[src/rtl/mem_port_arbiter.sv]
// Per-port round-robin arbiter sharing four sync-RAM ports among NUM_REQ requesters.
// Optional per-port conflict counters are enabled by defining MEM_ARB_PERF_CNT_EN.
module mem_port_arbiter #(
  parameter int NUM_REQ    = 4,
  parameter int ADDR_WIDTH = 12,
  parameter int DATA_WIDTH = 64
) (
  input  logic                          clk,
  input  logic                          rst,
  input  logic [NUM_REQ-1:0]            req_valid,
  input  logic [NUM_REQ-1:0]            req_we,
  input  logic [2*NUM_REQ-1:0]          req_port,
  input  logic [NUM_REQ*ADDR_WIDTH-1:0] req_addr,
  input  logic [NUM_REQ*DATA_WIDTH-1:0] req_wdata,
  output logic [NUM_REQ-1:0]            req_grant,
  output logic [NUM_REQ-1:0]            rsp_valid,
  output logic [NUM_REQ*DATA_WIDTH-1:0] rsp_data,
  output logic [4*ADDR_WIDTH-1:0]       mem_addr,
  output logic [3:0]                    mem_wr_en,
  output logic [4*DATA_WIDTH-1:0]       mem_wr_data,
  input  logic [4*DATA_WIDTH-1:0]       mem_rd_data,
  input  logic                          perf_clr,
  output logic [4*16-1:0]               perf_cnt
);

  localparam int PW = $clog2(NUM_REQ);

  logic [NUM_REQ-1:0] cand [4];
  logic [PW-1:0]      rr_ptr [4];
  logic [3:0]         win_valid;
  logic [PW-1:0]      win_idx [4];
  logic [PW-1:0]      scan_idx;
  logic               take;
  logic [1:0]         rsp_port [NUM_REQ];

  // Candidate set of each port
  always_comb begin
    for (int p = 0; p < 4; p++) begin
      for (int i = 0; i < NUM_REQ; i++) begin
        cand[p][i] = req_valid[i] & (req_port[2*i +: 2] == 2'(p));
      end
    end
  end

  // First candidate at or after rr_ptr, scanning upward with wrap
  always_comb begin
    scan_idx = '0;
    take     = 1'b0;
    for (int p = 0; p < 4; p++) begin
      win_valid[p] = 1'b0;
      win_idx[p]   = '0;
      for (int k = 0; k < NUM_REQ; k++) begin
        scan_idx     = rr_ptr[p] + PW'(k);
        take         = ~win_valid[p] & cand[p][scan_idx];
        win_idx[p]   = take ? scan_idx : win_idx[p];
        win_valid[p] = win_valid[p] | take;
      end
    end
  end

  // A requester is granted when it is the winner of the port it targets
  always_comb begin
    for (int i = 0; i < NUM_REQ; i++) begin
      req_grant[i] = req_valid[i]
                   & win_valid[req_port[2*i +: 2]]
                   & (win_idx[req_port[2*i +: 2]] == PW'(i));
    end
  end

  // Memory-side mux; idle ports drive zeros
  always_comb begin
    mem_addr    = '0;
    mem_wr_en   = 4'b0000;
    mem_wr_data = '0;
    for (int p = 0; p < 4; p++) begin
      if (win_valid[p]) begin
        mem_addr[p*ADDR_WIDTH +: ADDR_WIDTH]    = req_addr[int'(win_idx[p])*ADDR_WIDTH +: ADDR_WIDTH];
        mem_wr_data[p*DATA_WIDTH +: DATA_WIDTH] = req_wdata[int'(win_idx[p])*DATA_WIDTH +: DATA_WIDTH];
        mem_wr_en[p]                            = req_we[win_idx[p]];
      end else begin
        mem_wr_en[p] = 1'b0;
      end
    end
  end

  // Round-robin pointers and the one-deep read response pipeline
  always_ff @(posedge clk or posedge rst) begin
    if (rst) begin
      for (int p = 0; p < 4; p++) begin
        rr_ptr[p] <= '0;
      end
      rsp_valid <= '0;
      for (int i = 0; i < NUM_REQ; i++) begin
        rsp_port[i] <= 2'b00;
      end
    end else begin
      for (int p = 0; p < 4; p++) begin
        if (win_valid[p]) begin
          rr_ptr[p] <= win_idx[p] + PW'(1);
        end else begin
          rr_ptr[p] <= rr_ptr[p];
        end
      end
      for (int i = 0; i < NUM_REQ; i++) begin
        rsp_valid[i] <= req_grant[i] & ~req_we[i];
        if (req_grant[i] & ~req_we[i]) begin
          rsp_port[i] <= req_port[2*i +: 2];
        end else begin
          rsp_port[i] <= rsp_port[i];
        end
      end
    end
  end

  // Read data arrives from the RAM one cycle after the grant
  always_comb begin
    rsp_data = '0;
    for (int i = 0; i < NUM_REQ; i++) begin
      if (rsp_valid[i]) begin
        rsp_data[i*DATA_WIDTH +: DATA_WIDTH] = mem_rd_data[int'(rsp_port[i])*DATA_WIDTH +: DATA_WIDTH];
      end else begin
        rsp_data[i*DATA_WIDTH +: DATA_WIDTH] = DATA_WIDTH'(0);
      end
    end
  end

`ifdef MEM_ARB_PERF_CNT_EN
  logic [3:0]  multi;
  logic [15:0] perf_q [4];

  // Two or more candidates: clearing the lowest set bit leaves something
  always_comb begin
    for (int p = 0; p < 4; p++) begin
      multi[p] = |(cand[p] & (cand[p] - NUM_REQ'(1)));
    end
  end

  // Saturating conflict counters, clear has priority
  always_ff @(posedge clk or posedge rst) begin
    if (rst) begin
      for (int p = 0; p < 4; p++) begin
        perf_q[p] <= 16'h0000;
      end
    end else begin
      for (int p = 0; p < 4; p++) begin
        if (perf_clr) begin
          perf_q[p] <= 16'h0000;
        end else if (multi[p] && (perf_q[p] != 16'hFFFF)) begin
          perf_q[p] <= perf_q[p] + 16'h0001;
        end else begin
          perf_q[p] <= perf_q[p];
        end
      end
    end
  end

  // Flatten counters onto the output bus
  always_comb begin
    for (int p = 0; p < 4; p++) begin
      perf_cnt[p*16 +: 16] = perf_q[p];
    end
  end
`else
  logic unused_perf_clr;
  assign unused_perf_clr = perf_clr;
  assign perf_cnt        = '0;
`endif

endmodule

[config.mk]
export PLATFORM = sky130hd
export DESIGN_NAME = mem_port_arbiter
export DESIGN_NICKNAME = d
export VERILOG_FILES = /design/src/rtl/mem_port_arbiter.sv
export SDC_FILE = /design/constraint.sdc
export NUM_CORES = 1
export LEC_CHECK = 0
export CELL_PAD_IN_SITES_DETAIL_PLACEMENT = 1
export CELL_PAD_IN_SITES_GLOBAL_PLACEMENT = 1
export CORE_AREA = 3 3 477 479
export DETAILED_ROUTE_END_ITERATION = 12
export DIE_AREA = 0 0 480 482
export HOLD_SLACK_MARGIN = 0.06
export PLACE_DENSITY = 0.35
export SLEW_MARGIN = 30
export SYNTH_ARGS = -nofsm -noshare
export SYNTH_HDL_FRONTEND = slang
export SYNTH_SLANG_ARGS = --single-unit
[constraint.sdc]
create_clock -name clk -period 3.11 [get_ports clk]
set_input_delay 0.622 -clock clk [delete_from_list [all_inputs] [get_ports clk]]
set_output_delay 0.622 -clock clk [all_outputs]
set_load 0.01 [all_outputs]
==> results of run 1 <==
-- worst max-delay path by stage --
| stage | endpoint | slack, ns | depth (start not counted) |
|---|---|---|---|
| final | mem_wr_data[191] | -0.41 | 11 |
| after global routing | mem_wr_data[138] | -0.48 | 11 |
| after CTS | mem_addr[28] | -0.42 | 12 |
| after detailed placement | mem_addr[3] | -1.49 | 10 |
| after global placement | mem_addr[3] | -1.48 | 10 |
| after floorplan | mem_wr_data[20] | -0.03 | 10 |
-- cells by family (layout without fill, tap and decap cells) --
logic type	after synthesis	in the layout
mux	493	493
compound gates	515	515
buf+inv	339	1864
other cells	1	77
simple gates	644	644
xor+xnor	1	1
flops	20	20
-- cell type report --
class	count	share of cell area (%)
multi-input combinational	1717	45.5
timing repair buffer	1850	44.1
tap	2992	8.73
sequential	20	1.25
clock buffer	3	0.175
inverter	10	0.0875
antenna	13	0.0758
clock inverter	1	0.0700
-- Yosys cell counts (5+ instances only) --
master,instances
a211oi_1,310
a21oi_1,97
a222oi_1,77
and2_1,256
buf_1,44
buf_12,9
buf_2,32
buf_4,81
buf_6,10
clkbuf_1,152
dfrtp_1,20
inv_1,10
mux2i_1,152
mux4_2,334
nand2_1,88
nand3_1,5
nand3b_1,5
nand4b_1,5
nor2_1,14
nor2b_1,234
nor3_1,5
o21ai_0,5
-- per-layer routing --
metal | GRT usage [%] | wire length [µm] | part of all wire [%] | up-vias
met3 | 3.82 | 15100 | 7.2 | 199
li1 | - | - | - | 11200
met4 | 3.31 | 7520 | 3.6 | 20
met1 | 18.8 | 78400 | 38 | 13800
met5 | 0 | 108 | 0.052 | -
met2 | 30.7 | 107000 | 51 | 1244
-- power groups by stage --
stage,sequential [W],combinational [W],clock [W]
2_1_floorplan,0.000355,0.00535,0
3_3_place_gp,0.000783,0.0111,0
3_5_place_dp,0.000783,0.0110,0
4_1_cts,0.000782,0.0115,0.000388
5_1_grt,0.000782,0.0127,0.000400
6_report,0.000755,0.0120,0.000374
-- critical path, cell delays in order --
cell,delay [ns]
buf_6,0.09
nand3b_4,0.17
o21bai_4,0.20
a221oi_4,0.33
buf_12,0.19
buf_16,0.18
buf_16,0.16
buf_6,0.11
mux4_2,0.49
nor2b_1,0.14
buf_2,0.14
-- stage by stage --
stage	setup slack [ns]	hold WS, ns	utilization, %	setup TNS (ns)
floorplan	-0.0296	0.518	-	-0.566
global placement	-1.48	0.574	17.1	-382.84
detailed placement	-1.49	0.593	17.1	-382.07
CTS	-0.422	0.604	18.1	-116.85
global route	-0.479	0.646	19.1	-122.53
finish	-0.406	0.602	19.1	-82.09
-- repair_timing --
action	in CTS	in global routing
resized for setup	1098	745
setup buffers	110	103
hold endpoints to repair	0	0
gates cloned	21	22
setup endpoints to repair	515	529
pin swaps	85	159
-- flip-flops by register name, indices dropped and copies added, names as in the netlist --
name       flops
rsp_port       8
rr_ptr         8
rsp_valid      4
==> impl_metrics.py, run 1 <==
metrics = {
    "sta": {
        "finalSetupViolCount": 447,
        "period_minus_slack_ns": 3.52,
        "slew_headroom_pct": 58.3,
        "achievable-frequency_mhz": 284,
        "worstMarginPinSlew_ns": 0.626,
        "skew_ns": 0.00772,
        "setup_ws_ns": -0.406,
        "post-route-period-util_pct": 113,
        "finalMaxSlewViolations": 0,
        "hold_viol_final": 0,
        "rsz0062_at_grt": "true",
    },
    "final_layout": {
        "layout_commonest_cell": "clkdlybuf4s50_1",
        "final_design_area_no_fill_mm2": 0.0429,
        "drive_above_1_share_pct": 48.7,
        "fillers": 25700,
        "fin_cells": 6606,
        "multi_input_area_mm2": 0.0195,
        "final_nets": 4181,
        "final_cell_mix": "clkdlybuf4s50_1, buf_4, mux4_2",
        "area_growth_pct": 123,
        "ff_latch_area_um2": 536,
    },
    "floorplan": {
        "start_util_pct": 8.59,
        "die_area_mm2": 0.231,
        "die_h_um": 482,
        "rows": 174,
        "io_pins": 1215,
        "core_mm2": 0.224,
        "die_w_um": 480,
    },
    "synthesis": {
        "synth_top_cell_area_share_pct": 39.1,
        "yosys_warnings": 0,
        "synth_top_family_by_area": "multiplexers",
        "synth_top_area_cell": "mux4_2",
        "synth_xor_area_share_pct": 0.0455,
        "synth_flop_cell": "dfrtp_1",
        "syn_avg_cell_area_um2": 9.56,
        "seq_area_frac_synth_pct": 2.60,
        "ys_ff_latch": 20,
        "synth_edf_count": 0,
        "synth.area.top_cells": "mux4_2, a211oi_1, and2_1, mux2i_1, nor2b_1",
        "synth_cell_types": 66,
        "muxShareOfSynthArea_pct": 47.5,
        "synthSimpleGateAreaFrac_pct": 20.3,
        "synth_compound_area_share_pct": 20.0,
        "synthCells": 2013,
        "syn-cell-area_mm2": 0.0192,
        "synth_fa_ha_area_share_pct": 0,
        "synthArstFlopShare_pct": 100,
    },
    "power": {
        "finalPower_w": 0.0132,
        "powerDensity_mw_per_mm2": 307,
        "pwr-share-seq_pct": 5.7,
        "p_int_w": 0.00687,
        "p_switching_w": 0.00630,
        "p_sw_share_pct": 47.9,
        "combPwrFrac_pct": 91.4,
        "pwr-share-clk_pct": 2.8,
        "leakagePower_nw": 15.7,
        "ir_drop_v": 0.000185,
    },
    "setup_path": {
        "cp.required_ns": 2.49,
        "arrival_ns": 2.89,
        "reg2regPathDepth": 23,
        "rr_startpoint": "rr_ptr[1]",
        "critPathCaptureType": "output pin",
        "worstPathMaxFanout": 5,
        "reg2reg_to": "rr_ptr[0]",
        "cp-start-kind": "input port",
        "crit_type": "in2out",
        "r2r_slack_ns": -0.12,
        "cp-startpoint": "req_port[6]",
    },
    "placed_design": {
        "globalplace.congestion": 0.832,
        "io_buffers": 1149,
        "dpl_cell_area_mm2": 0.0382,
        "dp_cells": 6367,
        "dp_hpwl_mm": 160,
    },
    "run_status": {
        "violations": "negative setup slack",
        "status": "finished with violations",
    },
    "clocking": {
        "clock-sinks": 20,
        "htree_levels": 1,
        "root_buffer": "clkbuf_16",
        "hold_buffers": 0,
        "cts_inserted_buffers": 3,
        "clk_pin_slew_worst_paths_ns": 0.07,
        "cts_buffer_depth": 2,
        "worstSkewPairLatency_ns": 0.26,
        "cts_tree": "done",
    },
    "grt": {
        "track_usage_pct": 16.4,
        "grt_max_degree": 64,
        "grt_pass1_vias": 27900,
        "grt_first_pass_wirelength_mm": 264,
        "grt_antenna_before_repair": 44,
        "gr-total-overflow": 0,
    },
    "route": {
        "drc": 0,
        "viasPerCell": 4.00,
        "num_vias": 26400,
        "post_drt_wl_per_cell_um": 31.5,
        "drt_iter0_markers": 1666,
        "dr.pass1.iters": 6,
        "postRouteAntennaNets": 0,
        "wirelength_mm": 208,
    },
    "run": {
        "cap_violations": 0,
    },
    "worst_hold_path": {
        "hp-class": "reg2reg",
        "worstHoldEndpoint": "rr_ptr[2]",
        "hold_depth": 2,
        "worstHoldStart": "rr_ptr[2]",
    },
}
(Power assumes the default switching activity.)
==> run 2, diff against run 1 <==
--- a/config.mk
+++ b/config.mk
@@ -5,13 +5,15 @@
 export SDC_FILE = /design/constraint.sdc
 export NUM_CORES = 1
 export LEC_CHECK = 0
+export ABC_AREA = 1
+export ABC_CLOCK_PERIOD_IN_PS = 3110
 export CELL_PAD_IN_SITES_DETAIL_PLACEMENT = 1
 export CELL_PAD_IN_SITES_GLOBAL_PLACEMENT = 1
-export CORE_AREA = 3 3 477 479
+export CORE_AREA = 3 3 467 469
 export DETAILED_ROUTE_END_ITERATION = 12
-export DIE_AREA = 0 0 480 482
+export DIE_AREA = 0 0 470 472
 export HOLD_SLACK_MARGIN = 0.06
-export PLACE_DENSITY = 0.35
+export PLACE_DENSITY = 0.41
 export SLEW_MARGIN = 30
 export SYNTH_ARGS = -nofsm -noshare
 export SYNTH_HDL_FRONTEND = slang
==> impl_metrics.py, run 2 <==
metrics = {
    "setup_path": {
        "path_common_cell": "nand2_4",
        "cpPeakStageDelay_ns": 0.43,
        "critPathCaptureType": "output pin",
        "arrival_ns": 3.06,
        "rr_startpoint": "rr_ptr[4]",
        "crit_type": "reg2out",
        "worstPathMaxFanout": 10,
        "worstPathCellList": "clkinv_4, buf_4, nand2_4, nand2_4, nand2_1, nand2_1, nor2_1, nor2_2, nand2_4, nand2_8, buf_12, inv_16, clkbuf_16, buf_6, a21oi_1, nor3_2, buf_4, buf_2",
        "cp.required_ns": 2.49,
        "r2r_slack_ns": 0.24,
        "cp-startpoint": "rr_ptr[0]",
        "critPathSlowestCell": "dfrtp_2",
        "cp-start-kind": "flip-flop",
    },
    "sta": {
        "setup_ws_ns": -0.569,
        "hold_viol_final": 0,
        "post-route-period-util_pct": 118,
        "finalMaxSlewViolations": 0,
        "worstMarginPinSlew_ns": 0.725,
        "finalSetupViolCount": 320,
        "slew_headroom_pct": 51.6,
        "achievable-frequency_mhz": 272,
        "rsz0062_at_grt": "true",
        "period_minus_slack_ns": 3.68,
        "skew_ns": 0.00251,
    },
    "final_layout": {
        "layout_commonest_cell": "a21oi_1",
        "final_cell_mix": "a21oi_1, clkdlybuf4s50_1, buf_4",
        "final_nets": 6305,
        "area_growth_pct": 145,
        "drive_above_1_share_pct": 40.7,
        "reg_top3": "rr_ptr (8), rsp_port (8), rsp_valid (4)",
        "fin_cells": 8598,
    },
    "placed_design": {
        "io_buffers": 1149,
        "dp_hpwl_mm": 193,
        "globalplace.congestion": 0.910,
        "dp_cells": 8189,
    },
    "clocking": {
        "root_buffer": "clkbuf_16",
        "cts_tree": "done",
        "clock-sinks": 20,
        "cts_inserted_buffers": 3,
        "cts_buffer_depth": 2,
        "hold_buffers": 0,
        "worstSkewPairLatency_ns": 0.27,
        "clk_pin_slew_worst_paths_ns": 0.08,
        "htree_levels": 1,
    },
    "synthesis": {
        "synth_cell_types": 36,
        "synthArstFlopShare_pct": 100,
        "yosys-top-cells-count": "a21oi_1, o21ai_0, nand2_1, inv_1, o211ai_1",
        "syn_avg_cell_area_um2": 5.23,
        "seq_area_frac_synth_pct": 2.43,
        "yosysMostFrequentCell": "a21oi_1",
        "synth_edf_count": 0,
        "synthCells": 3935,
        "syn-cell-area_mm2": 0.0206,
        "synth_top_area_cell": "a21oi_1",
        "synth_flop_cell": "dfrtp_1",
        "synth.area.top_cells": "a21oi_1, o21ai_0, o211ai_1, nand2_1, inv_1",
        "synth_top_cell_area_share_pct": 23.9,
        "ys_ff_latch": 20,
        "yosys_warnings": 0,
    },
    "worst_hold_path": {
        "worstHoldStart": "req_port[7]",
        "hp-class": "in2reg",
    },
    "grt": {
        "gr-total-overflow": 0,
        "grt_first_pass_wirelength_mm": 333,
        "track_usage_pct": 21.0,
        "grt_antenna_before_repair": 70,
        "grt_max_degree": 65,
        "grt_pass1_vias": 38600,
    },
    "route": {
        "viasPerCell": 4.61,
        "post_drt_wl_per_cell_um": 30.5,
        "dr.pass1.iters": 6,
        "drc": 0,
        "num_vias": 39700,
        "postRouteAntennaNets": 0,
        "wirelength_mm": 262,
        "drt_iter0_markers": 2727,
    },
    "floorplan": {
        "io_pins": 1215,
        "die_area_mm2": 0.222,
        "rows": 170,
        "start_util_pct": 9.61,
        "die_h_um": 472,
        "core_mm2": 0.214,
        "die_w_um": 470,
    },
    "run": {
        "cap_violations": 0,
    },
    "run_status": {
        "status": "finished with violations",
        "violations": "negative setup slack",
    },
}
-- run 2: cell types whose count changed in the layout (fill, tap and decap cells not counted), sizes merged, moves of 306 or more --
cell,delta
a211oi,-313
a21oi,+886
buf,+411
inv,+314
mux4,-334
nand2,+358
nor3,+306
o21ai,+794
-- run 2: timing repair --
item | CTS | global route
pin swaps | 173 | 304
resized for setup | 1402 | 1605
endpoints found under the setup margin | 346 | 371
cloned | 35 | 46
buffers inserted | 138 | 224
-- run 2: through the flow --
step	TNS [ns]	hold slack, ns	cell area, µm²	util [%]	setup WS (ns)
2_1_floorplan	0	0.528	20800	-	0.231
5_1_grt	-150.75	0.694	50500	23.5	-0.621
3_3_place_gp	-516.59	0.674	40200	18.8	-2.23
3_5_place_dp	-515.14	0.692	40200	18.8	-2.17
6_report	-117.65	0.679	50500	23.6	-0.569
4_1_cts	-148.26	0.735	44500	20.8	-0.584
-- run 2: cell type report --
cell class / instances / area [µm²]
Fill cell: 25700 / 164000
Timing Repair Buffer: 2209 / 23300
Multi-Input combinational cell: 3157 / 21500
Tap cell: 2838 / 3550
Inverter: 333 / 1390
Sequential cell: 20 / 539
Antenna cell: 35 / 87.6
Clock buffer: 3 / 75.1
Timing Repair inverter: 2 / 41.3
Clock inverter: 1 / 30.0
-- run 2: cells by family (layout without fill, tap and decap cells) --
kind of cell           after synthesis  in the layout  share of synthesized area (%)
AO/OA/AOI/OAI                     2124           2124                           55.3
AND/OR/NAND/NOR                    966            967                           23.8
buffers and inverters              822           2548                           18.3
flip-flops                          20             20                           2.43
XOR/XNOR                             2              2                          0.158
other                                1             99                         0.0182
-- run 2: metal layers --
layer  global-route usage [%]  part of all wire (%)  up-vias
met1                     25.3                    40    19700
met2                     37.0                    48     1903
met4                     9.24                   6.5       10
met3                     3.06                   6.0      467
li1                         -                     -    17600
met5                        0                 0.024        -
-- run 2: final timing paths --
check                                    to  cells past startpoint
hold reg to reg                   rr_ptr[3]                      3
min in group asynchronous      rsp_valid[0]                      2
setup reg to reg                rsp_port[1]                     18
max in group asynchronous         rr_ptr[6]                      3
setup / recovery           mem_wr_data[243]                     18
hold / removal                  rsp_port[1]                      3
-- run 2: critical path: cells and delay by family (launching register included) --
kind	cells	cell delay [ns]
DFF	1	0.43
AOI/OAI and AO/OA	1	0.08
buffers and inverters	8	1.19
and+or+nand+nor	9	1.06
Power of run 2 is not shown: default switching activity piles up to over one toggle a cycle in this logic, so the estimate is an artifact.
==> run 3, diff against run 2 <==
--- a/config.mk
+++ b/config.mk
@@ -7,6 +7,7 @@
 export LEC_CHECK = 0
 export ABC_AREA = 1
 export ABC_CLOCK_PERIOD_IN_PS = 3110
+export CAP_MARGIN = 10
 export CELL_PAD_IN_SITES_DETAIL_PLACEMENT = 1
 export CELL_PAD_IN_SITES_GLOBAL_PLACEMENT = 1
 export CORE_AREA = 3 3 467 469
@@ -14,6 +15,7 @@
 export DIE_AREA = 0 0 470 472
 export HOLD_SLACK_MARGIN = 0.06
 export PLACE_DENSITY = 0.41
+export SETUP_SLACK_MARGIN = 0.15
 export SLEW_MARGIN = 30
 export SYNTH_ARGS = -nofsm -noshare
 export SYNTH_HDL_FRONTEND = slang
==> impl_metrics.py, run 3 (same netlist as run 2, synthesis figures left out) <==
metrics = {
    "setup_path": {
        "critPathSlowestCell": "nor3_4",
        "arrival_ns": 3.11,
        "cp.required_ns": 2.49,
        "worstPathCellList": "buf_6, buf_12, buf_6, nand3_4, nand2_4, nand2_2, nand2_2, nand2_2, buf_6, nand3_4, nand2_8, clkinv_8, buf_12, buf_16, buf_4, o21ai_1, a21oi_1, nor3_4, buf_6, buf_6",
        "r2r_slack_ns": 0.17,
        "cp_top_family": "buffers and inverters",
        "path_common_cell": "buf_6",
        "reg2reg_to": "rsp_port[6]",
        "cp-start-kind": "input port",
        "worst-path-buf-inv": 10,
        "critPathCaptureType": "output pin",
        "rr_startpoint": "rr_ptr[0]",
        "cp-startpoint": "req_port[2]",
        "worstPathMaxFanout": 6,
        "reg2regPathDepth": 21,
        "crit_cells": 20,
        "crit_type": "in2out",
        "endpoint": "mem_wr_data[117]",
        "cpPeakStageDelay_ns": 0.26,
    },
    "sta": {
        "finalMaxSlewViolations": 0,
        "setup_ws_ns": -0.625,
        "worstMarginPinSlew_ns": 0.743,
        "post-route-period-util_pct": 120,
        "slew_headroom_pct": 50.4,
        "skew_ns": 0.00426,
        "finalSetupViolCount": 322,
        "fin_hold_ws_ns": 0.723,
        "period_minus_slack_ns": 3.73,
        "hold_viol_final": 0,
        "rsz0062_at_grt": "true",
        "achievable-frequency_mhz": 268,
    },
    "floorplan": {
        "io_pins": 1215,
        "rows": 170,
        "die_area_mm2": 0.222,
        "die_w_um": 470,
        "core_mm2": 0.214,
        "start_util_pct": 9.61,
        "die_h_um": 472,
    },
    "grt": {
        "grt_max_degree": 65,
        "track_usage_pct": 21.5,
        "gr-total-overflow": 0,
        "grt_pass1_vias": 39100,
        "grt_first_pass_wirelength_mm": 340,
        "grt_antenna_before_repair": 68,
    },
    "route": {
        "wirelength_mm": 264,
        "drc": 0,
        "num_vias": 40000,
        "post_drt_wl_per_cell_um": 30.5,
        "drt_iter0_markers": 3092,
        "dr.pass1.iters": 5,
        "postRouteAntennaNets": 0,
        "viasPerCell": 4.63,
    },
    "final_layout": {
        "final_cell_mix": "a21oi_1, clkdlybuf4s50_1, buf_4",
        "fin_cells": 8650,
        "final_nets": 6360,
        "multi_input_area_mm2": 0.0213,
        "drive_above_1_share_pct": 42.1,
        "fillers": 25700,
        "reg_top3": "rr_ptr (8), rsp_port (8), rsp_valid (4)",
        "area_growth_pct": 149,
        "fin_util_pct": 23.9,
        "ff_latch_area_um2": 538,
        "layout_commonest_cell": "a21oi_1",
    },
    "placed_design": {
        "dp_hpwl_mm": 193,
        "globalplace.congestion": 0.910,
        "dp_cells": 8189,
        "io_buffers": 1149,
    },
    "clocking": {
        "clk_pin_slew_worst_paths_ns": 0.08,
        "worstSkewPairLatency_ns": 0.28,
        "cts_buffer_depth": 2,
        "root_buffer": "clkbuf_16",
        "hold_buffers": 0,
        "cts_tree": "done",
        "clock-sinks": 20,
        "htree_levels": 1,
        "cts_inserted_buffers": 3,
    },
    "worst_hold_path": {
        "hold_depth": 3,
        "hp-class": "reg2reg",
    },
    "run_status": {
        "status": "finished with violations",
        "violations": "negative setup slack",
    },
    "run": {
        "cap_violations": 0,
    },
}
==> run 3: repair_timing <==
| item | CTS | global route |
|---|---|---|
| pin swaps | 210 | 245 |
| buffers inserted | 171 | 173 |
| endpoints found under the setup margin | 470 | 529 |
| gates cloned | 47 | 34 |
| gates resized for setup | 1571 | 1415 |
==> run 3: cell type report <==
type | count | share of cell area [%]
Timing Repair Buffer | 2264 | 47.4
Multi-Input combinational cell | 3157 | 41.5
Tap cell | 2838 | 6.92
Inverter | 333 | 2.74
Sequential cell | 20 | 1.05
Antenna cell | 32 | 0.156
Clock buffer | 3 | 0.146
Clock inverter | 1 | 0.0585
Timing Repair inverter | 2 | 0.0536
==> run 3: tightest hold or removal path, delay by kind of cell (launching register included) <==
family	cells	cell delay, ns
buffers and inverters	1	0.13
AND/OR/NAND/NOR	2	0.12
flip-flops	1	0.44
==> run 3: worst min path at each step <==
stage | startpoint | end | slack, ns
2_1_floorplan | rr_ptr[1] | rr_ptr[1] | 0.53
6_report | rr_ptr[1] | rr_ptr[1] | 0.72
3_5_place_dp | rr_ptr[1] | rr_ptr[1] | 0.69
3_3_place_gp | rr_ptr[1] | rr_ptr[1] | 0.67
5_1_grt | rr_ptr[1] | rr_ptr[1] | 0.75
4_1_cts | req_port[6] | rsp_port[0] | 0.73
==> run 3: per-stage QoR <==
step | TNS [ns] | worst slack [ns] | area [µm²]
after global placement | -516.59 | -2.23 | 40200
after floorplan | 0 | 0.231 | 20800
after CTS | -154.52 | -0.605 | 46100
after detailed placement | -515.14 | -2.17 | 40200
final | -140.43 | -0.625 | 51300
after global routing | -175.38 | -0.707 | 51300
==> run 3: layer usage <==
layer  vias to the layer above  wire length [µm]  global-route usage (%)
li1                      17700                 -                       -
met1                     19800            105000                    25.9
met2                      1988            127000                    37.9
met3                       454             15500                    2.94
met4                         6             16400                    9.43
met5                         -                31                       0
Power of run 3 is left out for the same reason.
